[config.mk]
export PLATFORM = sky130hd
export DESIGN_NAME = modm_counter_ud
export DESIGN_NICKNAME = d
export VERILOG_FILES = /design/src/rtl/modm_counter_ud.sv
export SDC_FILE = /design/constraint.sdc
export NUM_CORES = 1
export LEC_CHECK = 0
export CAP_MARGIN = 10
export CORE_MARGIN = 1
export CORE_UTILIZATION = 40
export CTS_CLUSTER_SIZE = 14
export DETAILED_ROUTE_END_ITERATION = 7
export PLACE_DENSITY = 0.78
export SLEW_MARGIN = 20
export SYNTH_ARGS = -nofsm -noshare
export SYNTH_HDL_FRONTEND = slang
export SYNTH_SLANG_ARGS = --single-unit
[constraint.sdc]
create_clock -name clk -period 2.7 [get_ports clk]
set_input_delay 0.675 -clock clk [delete_from_list [all_inputs] [get_ports clk]]
set_output_delay 0.675 -clock clk [all_outputs]
set_load 0.02 [all_outputs]
[src/rtl/modm_counter_ud.sv]
// Modulo-m up/down counter with a runtime terminal value, synchronous clear,
// parallel load, count enable and a cascade carry for chaining stages.
module modm_counter_ud #(
  parameter int M_MAX = 10,
  parameter int N     = (M_MAX > 1) ? $clog2(M_MAX) : 1
) (
  input  logic         clk,
  input  logic         rst,
  input  logic         clr,
  input  logic         load,
  input  logic [N-1:0] d,
  input  logic         en,
  input  logic         up,
  input  logic [N-1:0] last,
  output logic [N-1:0] q,
  output logic         term,
  output logic         carry,
  output logic         ovf
);

  localparam logic [N-1:0] LIM_MAX = N'(M_MAX - 1);

  function automatic logic [N-1:0] clamp_to(input logic [N-1:0] val,
                                             input logic [N-1:0] ceil);
    return (val > ceil) ? ceil : val;
  endfunction

  logic [N-1:0] q_r;
  logic         ovf_r;
  logic [N-1:0] lim_s;
  logic [N:0]   inc_s;
  logic         wrap_up_s;
  logic         term_s;
  logic         carry_s;
  logic [N-1:0] q_nxt_s;
  logic         ovf_nxt_s;

  // Effective terminal, increment and wrap prediction.
  // The increment carries an extra bit so q = 2^N-1 never aliases to 0 in the compare.
  always_comb begin
    lim_s     = clamp_to(last, LIM_MAX);
    inc_s     = {1'b0, q_r} + {{N{1'b0}}, 1'b1};
    wrap_up_s = (inc_s > {1'b0, lim_s});
    term_s    = up ? wrap_up_s : (q_r == {N{1'b0}});
    carry_s   = en & term_s & ~clr & ~load;
  end

  // Next-state selection in priority order: clear, load, count, hold.
  always_comb begin
    q_nxt_s   = q_r;
    ovf_nxt_s = ovf_r;
    if (clr) begin
      q_nxt_s   = {N{1'b0}};
      ovf_nxt_s = 1'b0;
    end else if (load) begin
      q_nxt_s   = clamp_to(d, lim_s);
      ovf_nxt_s = ovf_r;
    end else if (en) begin
      if (up) begin
        if (wrap_up_s) begin
          q_nxt_s   = {N{1'b0}};
          ovf_nxt_s = 1'b1;
        end else begin
          q_nxt_s   = inc_s[N-1:0];
          ovf_nxt_s = ovf_r;
        end
      end else begin
        if (q_r == {N{1'b0}}) begin
          q_nxt_s   = lim_s;
          ovf_nxt_s = 1'b1;
        end else if (q_r > lim_s) begin
          // out-of-range count snaps back to the terminal without a wrap
          q_nxt_s   = lim_s;
          ovf_nxt_s = ovf_r;
        end else begin
          q_nxt_s   = q_r - {{N{1'b0}}, 1'b1};
          ovf_nxt_s = ovf_r;
        end
      end
    end else begin
      q_nxt_s   = q_r;
      ovf_nxt_s = ovf_r;
    end
  end

  // Count and sticky wrap flag registers.
  always_ff @(posedge clk or posedge rst) begin
    if (rst) begin
      q_r   <= {N{1'b0}};
      ovf_r <= 1'b0;
    end else begin
      q_r   <= q_nxt_s;
      ovf_r <= ovf_nxt_s;
    end
  end

  assign q     = q_r;
  assign ovf   = ovf_r;
  assign term  = term_s;
  assign carry = carry_s;

endmodule

==> results of run 1 <==
## flip-flops by register name, indices dropped and copies added, names as in the netlist
register,count
q,4
ovf,1
## power breakdown
group	internal, mW	switching, mW	total, mW
Sequential	0.0848	0.0147	0.0996
Clock	0.0564	0.0386	0.0950
Combinational	0.260	0.224	0.484
## final timing paths
check / cells after the start / slack, ns / end / start
worst max-delay path: 11 / -0.33 / carry / last[3]
worst min-delay path: 2 / 0.51 / ovf$_DFFE_PP0P_ / ovf$_DFFE_PP0P_
worst max register to register: 12 / 0.19 / q[1]$_DFFE_PP0P_ / q[0]$_DFFE_PP0P_
worst min register to register: 2 / 0.51 / ovf$_DFFE_PP0P_ / ovf$_DFFE_PP0P_
max in group asynchronous: 2 / 1.90 / q[1]$_DFFE_PP0P_ / rst
min in group asynchronous: 2 / 0.61 / ovf$_DFFE_PP0P_ / rst
## through the flow
step / util / cells
after floorplan: - / 102
after global placement: 0.658 / 172
after detailed placement: 0.658 / 172
after CTS: 0.768 / 185
after global routing: 0.803 / 187
final: 0.803 / 187
## final cells by class
cell class	count	area (µm²)	area share
clock buffer	4	26.3	0.0167
inverter	9	37.5	0.0238
multi-input combinational	87	872	0.554
sequential	5	128	0.0810
tap	27	33.8	0.0214
timing repair buffer	55	478	0.303
## layout by cell type (no fill, tap or decap), drive strengths merged, types with 2 or more instances in the layout
cell type,n
and4,2
nor3,4
a21oi,8
xor2,2
nor3b,2
nand3,2
inv,8
a211oi,3
nand4b,2
clkdlybuf4s50,14
ha,15
buf,40
nor2b,7
nand2b,2
mux2i,2
dfrtp,5
clkbuf,4
o211ai,5
nand2,7
nor2,9
xnor2,2
o21ai,4
## synth_stat cells, types with 2 or more instances
cell type | count | area (µm²)
nand4b_1 | 2 | 17.5
o21ai_0 | 4 | 20.0
nand2_1 | 7 | 26.3
nand3_1 | 2 | 10.0
xor2_1 | 2 | 17.5
nor3_1 | 4 | 20.0
ha_1 | 15 | 188
mux2i_1 | 2 | 20.0
xnor2_1 | 2 | 17.5
and4_1 | 2 | 17.5
a211oi_1 | 3 | 22.5
a21oi_1 | 8 | 40.0
o211ai_1 | 4 | 30.0
nor2b_1 | 7 | 43.8
dfrtp_1 | 5 | 125
inv_1 | 9 | 33.8
nor2_1 | 9 | 33.8
## per-layer routing
metal,share of wire,track usage,up-vias
li1,-,-,491
met1,0.39,0.333,489
met2,0.52,0.522,42
met3,0.052,0.0755,14
met4,0.032,0.150,0
met5,0,0,-
## repair_timing
action / 4_1_cts / 5_1_grt
endpoints found under the hold margin: 0 / 0
setup buffers: 12 / 4
pin swaps: 13 / 10
setup endpoints to repair: 5 / 6
gates resized for setup: 52 / 12
cloned: 0 / 0
## worst reg2reg max path, delay by kind of cell, from the launching register on
family,cells,cell delay [ns]
flip-flops,1,0.45
adder cells (fa/ha/maj),2,0.43
XOR/XNOR,1,0.17
AO/OA/AOI/OAI,4,0.71
buffers and inverters,4,0.54
AND/OR/NAND/NOR,1,0.12
## logic make-up (layout without fill, tap and decap cells)
kind of cell    after synthesis  count (layout)  share of synthesized area
xor+xnor                      4               4                     0.0419
mux                           2               2                     0.0239
simple gates                 39              39                      0.268
fa+ha+maj                    15              15                      0.224
buf+inv                      10              68                     0.0538
flops                         5               5                      0.149
compound gates               27              27                      0.239
==> impl_metrics.py, run 1 <==
metrics = {
    "pwr": {
        "peakVddDrop_mv": 0.310,
        "finalPower_mw": 0.679,
        "p_leak_nw": 0.682,
        "pwr_density_cell_nw_per_um2": 431,
    },
    "worst_setup_path": {
        "cp_max_fo": 3,
        "cp-end-kind": "output pin",
        "required_ns": 2.03,
        "critPathKind": "primary input to output pin",
        "start_kind": "primary input",
        "crit_buf_inv": 5,
        "cp_slowest_stage_delay_ns": 0.38,
        "cpMostUsedCell": "buf_6",
        "crit_slowest_cell": "a2111oi_4",
        "worstPathArrival_ns": 2.35,
        "cp_top_family": "compound AO/OA/AOI/OAI gates",
        "worstPathCellList": "buf_6 -> buf_6 -> nor2b_4 -> inv_2 -> ha_4 -> buf_4 -> a2111oi_4 -> o211ai_2 -> o21a_2 -> nor2b_4 -> buf_6",
    },
    "yosys": {
        "ys_seq_elements": 5,
        "synth_warnings": 0,
        "syn-num-nets": 131,
        "yosysUniqueCellTypes": 32,
        "syn_area_um2": 837,
        "ys_seq_area_frac": 0.149,
        "syn_area_per_cell_um2": 8.21,
        "synthArstFlopShare": 1.00,
        "synth_edf_count": 0,
        "synth_cells": 102,
        "ys.flop_type": "dfrtp_1",
    },
    "placed_design": {
        "gp_congestion": 0.887,
        "portBuffers": 20,
        "placed_cell_area_um2": 1290,
        "post-place-ws_ns": -1.16,
        "dp_hpwl_mm": 2.10,
    },
    "worst_hold_path": {
        "worstHoldPathType": "flip-flop to flip-flop",
    },
    "timing": {
        "tns_ns": -0.564,
        "finalWorstSetupSlack_ns": -0.327,
        "finalCritPeriodShare": 1.12,
        "rsz0062_at_grt": "yes",
        "period_minus_slack_ns": 3.03,
        "clock.fmax_ghz": 0.330,
        "fin_worst_skew_ns": 0.00784,
        "setup_viol": 2,
        "maxSlewHeadroom": 0.672,
        "maxSlewViolCount": 0,
        "worst_pin_slew_ns": 0.488,
        "timing.hold.ws_ns": 0.507,
        "hold_viol_final": 0,
    },
    "clocking": {
        "cts-root-buf": "clkbuf_4",
        "ctsHoldBuffers": 0,
        "clock_sinks": 5,
        "cts_tree": "done",
        "h-tree-depth": 1,
        "clk_pin_slew_ns": 0.05,
        "cts_buffer_depth": 2,
        "clock_latency_ns": 0.26,
        "numCtsBuffers": 3,
    },
    "routing": {
        "wl_per_cell_um": 16.0,
        "routed_wl_mm": 3.00,
        "vias_per_cell": 5.54,
        "drt_pass1_iterations": 5,
        "post-route-drc-count": 0,
        "dr.first_iter.drc_count": 21,
        "postRouteAntennaNets": 0,
        "vias": 1036,
    },
    "global_routing": {
        "grt.total_usage": 0.298,
        "grt_max_degree": 7,
        "grt_first_pass_wirelength_mm": 4.51,
        "grt-ovfl-total": 0,
        "grt_pass1_vias": 1009,
        "antenna_found_initial": 0,
    },
    "floorplanning": {
        "rows": 16,
        "dieWidth_um": 47.7,
        "dieArea_um2": 2280,
        "core_um2": 1960,
        "io_pins": 21,
        "start_util": 0.427,
        "die_height_um": 47.7,
    },
    "layout": {
        "nNetsFinal": 190,
        "drive_gt1_frac": 0.481,
        "num-fill-cells": 139,
        "design_area_um2": 1580,
        "antennaDiodeCount": 0,
        "areaGrowthSynthToFinish_pct": 88.2,
    },
    "status": {
        "status": "finished, violations left",
        "violations": "negative setup slack",
    },
    "run": {
        "max_cap_viol_count": 0,
    },
}
(Power assumes the default switching activity.)
==> run 2: changes to the inputs <==
- ABC_AREA: unset -> 1
- CORE_UTILIZATION: 40 -> 45
- PLACE_DENSITY: 0.78 -> 0.83
==> run 2 against run 1 <==
Against the previous run:
- die area increased by 2.0%
- critical path type unchanged
- global-route usage is 9.0 points higher
- largest cell class unchanged
- register-to-register slack better by 0.17 ns
- combinational power is 23% higher
- via count up 43%
- setup slack improved by 0.12 ns
- sequential share of layout area fell by 0.47 points
- critical endpoint unchanged
- total power increased by 17%
- critical path depth grew 4
- the flow finishes with violations (design-rule violations, negative setup slack)
==> impl_metrics.py, run 2 <==
metrics = {
    "worst_setup_path": {
        "r2r-start": "q[1]$_DFFE_PP0P_",
        "cp_max_fo": 3,
        "rr_worst_depth": 14,
        "startpoint": "last[2]",
        "worstPathArrival_ns": 2.23,
        "worstPathCellList": "buf_6 -> inv_4 -> a21oi_4 -> nor2_2 -> inv_2 -> ha_4 -> nand2_4 -> inv_4 -> nand4_1 -> nand3_2 -> nand3_2 -> o21ai_4 -> nand2_2 -> nor2_4 -> buf_6",
        "cp_top_family": "simple AND/OR/NAND/NOR gates",
        "cp_num_cells": 15,
        "critPathKind": "primary input to output pin",
        "cp_slowest_stage_delay_ns": 0.27,
        "start_kind": "primary input",
        "timing.rr.end": "q[1]$_DFFE_PP0P_",
        "required_ns": 2.03,
        "crit_path_end": "carry",
        "crit_buf_inv": 5,
        "r2r_slack_ns": 0.36,
        "crit_slowest_cell": "ha_4",
        "cp-end-kind": "output pin",
    },
    "routing": {
        "post-route-drc-count": 2,
        "routed_wl_mm": 4.84,
        "dr.first_iter.drc_count": 109,
        "drt_pass1_iterations": 8,
        "postRouteAntennaNets": 0,
        "wl_per_cell_um": 19.4,
        "vias_per_cell": 5.94,
        "vias": 1478,
    },
    "global_routing": {
        "grt.total_usage": 0.388,
        "grt_first_pass_wirelength_mm": 6.20,
        "grt-ovfl-total": 0,
        "antenna_found_initial": 0,
        "grt_pass1_vias": 1410,
        "grt_max_degree": 9,
    },
    "timing": {
        "maxSlewViolCount": 0,
        "worst_pin_slew_ns": 0.517,
        "hold_viol_final": 0,
        "fin_worst_skew_ns": 0.000260,
        "finalWorstSetupSlack_ns": -0.202,
        "maxSlewHeadroom": 0.652,
        "period_minus_slack_ns": 2.90,
        "setup_viol": 6,
        "clock.fmax_ghz": 0.345,
        "rsz0062_at_grt": "yes",
        "finalCritPeriodShare": 1.07,
    },
    "pwr": {
        "finalPower_mw": 0.792,
        "peakVddDrop_mv": 0.288,
        "p_leak_nw": 0.871,
        "pwr_density_cell_nw_per_um2": 469,
    },
    "layout": {
        "antennaDiodeCount": 0,
        "mostFrequentLayoutCells": "buf_4 (44), nand2_1 (43), inv_1 (21), nand3_1 (15), clkdlybuf4s50_1 (14)",
        "areaGrowthSynthToFinish_pct": 75.8,
        "num-fill-cells": 99,
        "drive_gt1_frac": 0.405,
        "utilization": 0.852,
        "final_common_cell": "buf_4",
        "largest_reg_flops": 4,
        "nNetsFinal": 252,
    },
    "clocking": {
        "h-tree-depth": 1,
        "cts-root-buf": "clkbuf_4",
        "cts_tree": "done",
        "cts_buffer_depth": 2,
        "clock_sinks": 5,
        "clk_pin_slew_ns": 0.06,
        "clock_latency_ns": 0.25,
        "numCtsBuffers": 3,
    },
    "floorplanning": {
        "dieWidth_um": 48.2,
        "die_height_um": 48.2,
        "start_util": 0.485,
        "io_pins": 21,
        "rows": 16,
        "core_um2": 1980,
        "dieArea_um2": 2320,
    },
    "yosys": {
        "synth_warnings": 0,
        "yosys.area.top_type": "ha_1",
        "synthArstFlopShare": 1.00,
        "synth_top_area_share": 0.195,
        "ys_seq_area_frac": 0.130,
        "ys_seq_elements": 5,
        "yosysMostFrequentCell": "nand2_1",
        "syn_area_um2": 961,
        "yosysUniqueCellTypes": 21,
        "synth_cells": 157,
        "synthTopCellsByCount": "nand2_1 (45), inv_1 (28), nor2_1 (16)",
        "synth_edf_count": 0,
        "syn-num-nets": 186,
        "ys.flop_type": "dfrtp_1",
        "synthTopCellsByArea": "ha_1 (20%), nand2_1 (18%), dfrtp_1 (13%)",
        "syn_area_per_cell_um2": 6.12,
    },
    "status": {
        "violations": "design-rule violations, negative setup slack",
        "status": "finished, violations left",
    },
    "placed_design": {
        "dp_hpwl_mm": 2.38,
        "portBuffers": 20,
        "post-place-ws_ns": -1.07,
        "gp_congestion": 0.846,
    },
    "worst_hold_path": {
        "worstHoldPathType": "flip-flop to flip-flop",
    },
    "run": {
        "max_cap_viol_count": 0,
    },
}
-- run 2: area by class of cell --
type / count / area [µm²] / share of cell area
clock buffer: 4 / 26.3 / 0.0156
inverter: 29 / 124 / 0.0733
multi-input combinational: 121 / 852 / 0.504
sequential: 5 / 129 / 0.0763
tap: 27 / 33.8 / 0.0200
timing repair buffer: 63 / 524 / 0.310
-- run 2: how the worst min path moves through the flow --
stage | startpoint | end | slack [ns] | cells after the start
final | ovf$_DFFE_PP0P_ | ovf$_DFFE_PP0P_ | 0.59 | 2
after global routing | ovf$_DFFE_PP0P_ | ovf$_DFFE_PP0P_ | 0.65 | 2
after CTS | ovf$_DFFE_PP0P_ | ovf$_DFFE_PP0P_ | 0.51 | 2
after detailed placement | ovf$_DFFE_PP0P_ | ovf$_DFFE_PP0P_ | 0.49 | 2
after global placement | ovf$_DFFE_PP0P_ | ovf$_DFFE_PP0P_ | 0.48 | 2
after floorplan | rst | ovf$_DFFE_PP0P_ | 0.45 | 1
-- run 2: report_power, final --
group | total (mW) | leakage, nW | internal, mW | switching, mW
logic | 0.594 | 0.794 | 0.268 | 0.325
registers | 0.0969 | 0.0618 | 0.0847 | 0.0122
clock network | 0.101 | 0.0150 | 0.0568 | 0.0443
total | 0.792 | 0.871 | 0.410 | 0.382
-- run 2: timing repair --
| item | 4_1_cts | 5_1_grt |
|---|---|---|
| setup endpoints to repair | 2 | 6 |
| pin swaps | 11 | 8 |
| resized for setup | 39 | 16 |
| buffers inserted | 13 | 6 |
| hold buffers | 0 | 0 |
-- run 2: logic make-up (layout without fill, tap and decap cells) --
group           count (synthesis)  count (layout)  synth area share
xor+xnor                        4               4            0.0365
fa+ha+maj                      15              15             0.195
compound gates                 15              15            0.0977
buf+inv                        31              96             0.129
flops                           5               5             0.130
simple gates                   87              87             0.411
-- run 2: layer usage --
metal  track usage  part of all wire
met3        0.0778             0.088
met5             0                 0
met1         0.422              0.35
met4         0.244             0.091
met2         0.683              0.47
-- run 2: worst register-to-register path, cell delays in order, from the launching register on --
cell and delay, ns:
dfrtp_2 0.42, nand3_1 0.16, xor2_2 0.24, inv_1 0.10, ha_4 0.31, nand4_1 0.19
buf_4 0.19, buf_4 0.13, nand2_1 0.12, nand2_1 0.09, nand2_1 0.09, nand2_1 0.07
nand2_1 0.07, nand2_1 0.06, nand2_1 0.05
-- run 2: stage by stage --
step                instances  cell area (µm²)  TNS (ns)  hold slack [ns]
global placement          226             1400     -2.38            0.476
detailed placement        226             1400     -2.82            0.490
finish                    249             1690    -0.781            0.594
floorplan                 157              996         0            0.453
global route              249             1690     -1.30            0.649
CTS                       243             1580    -0.141            0.513
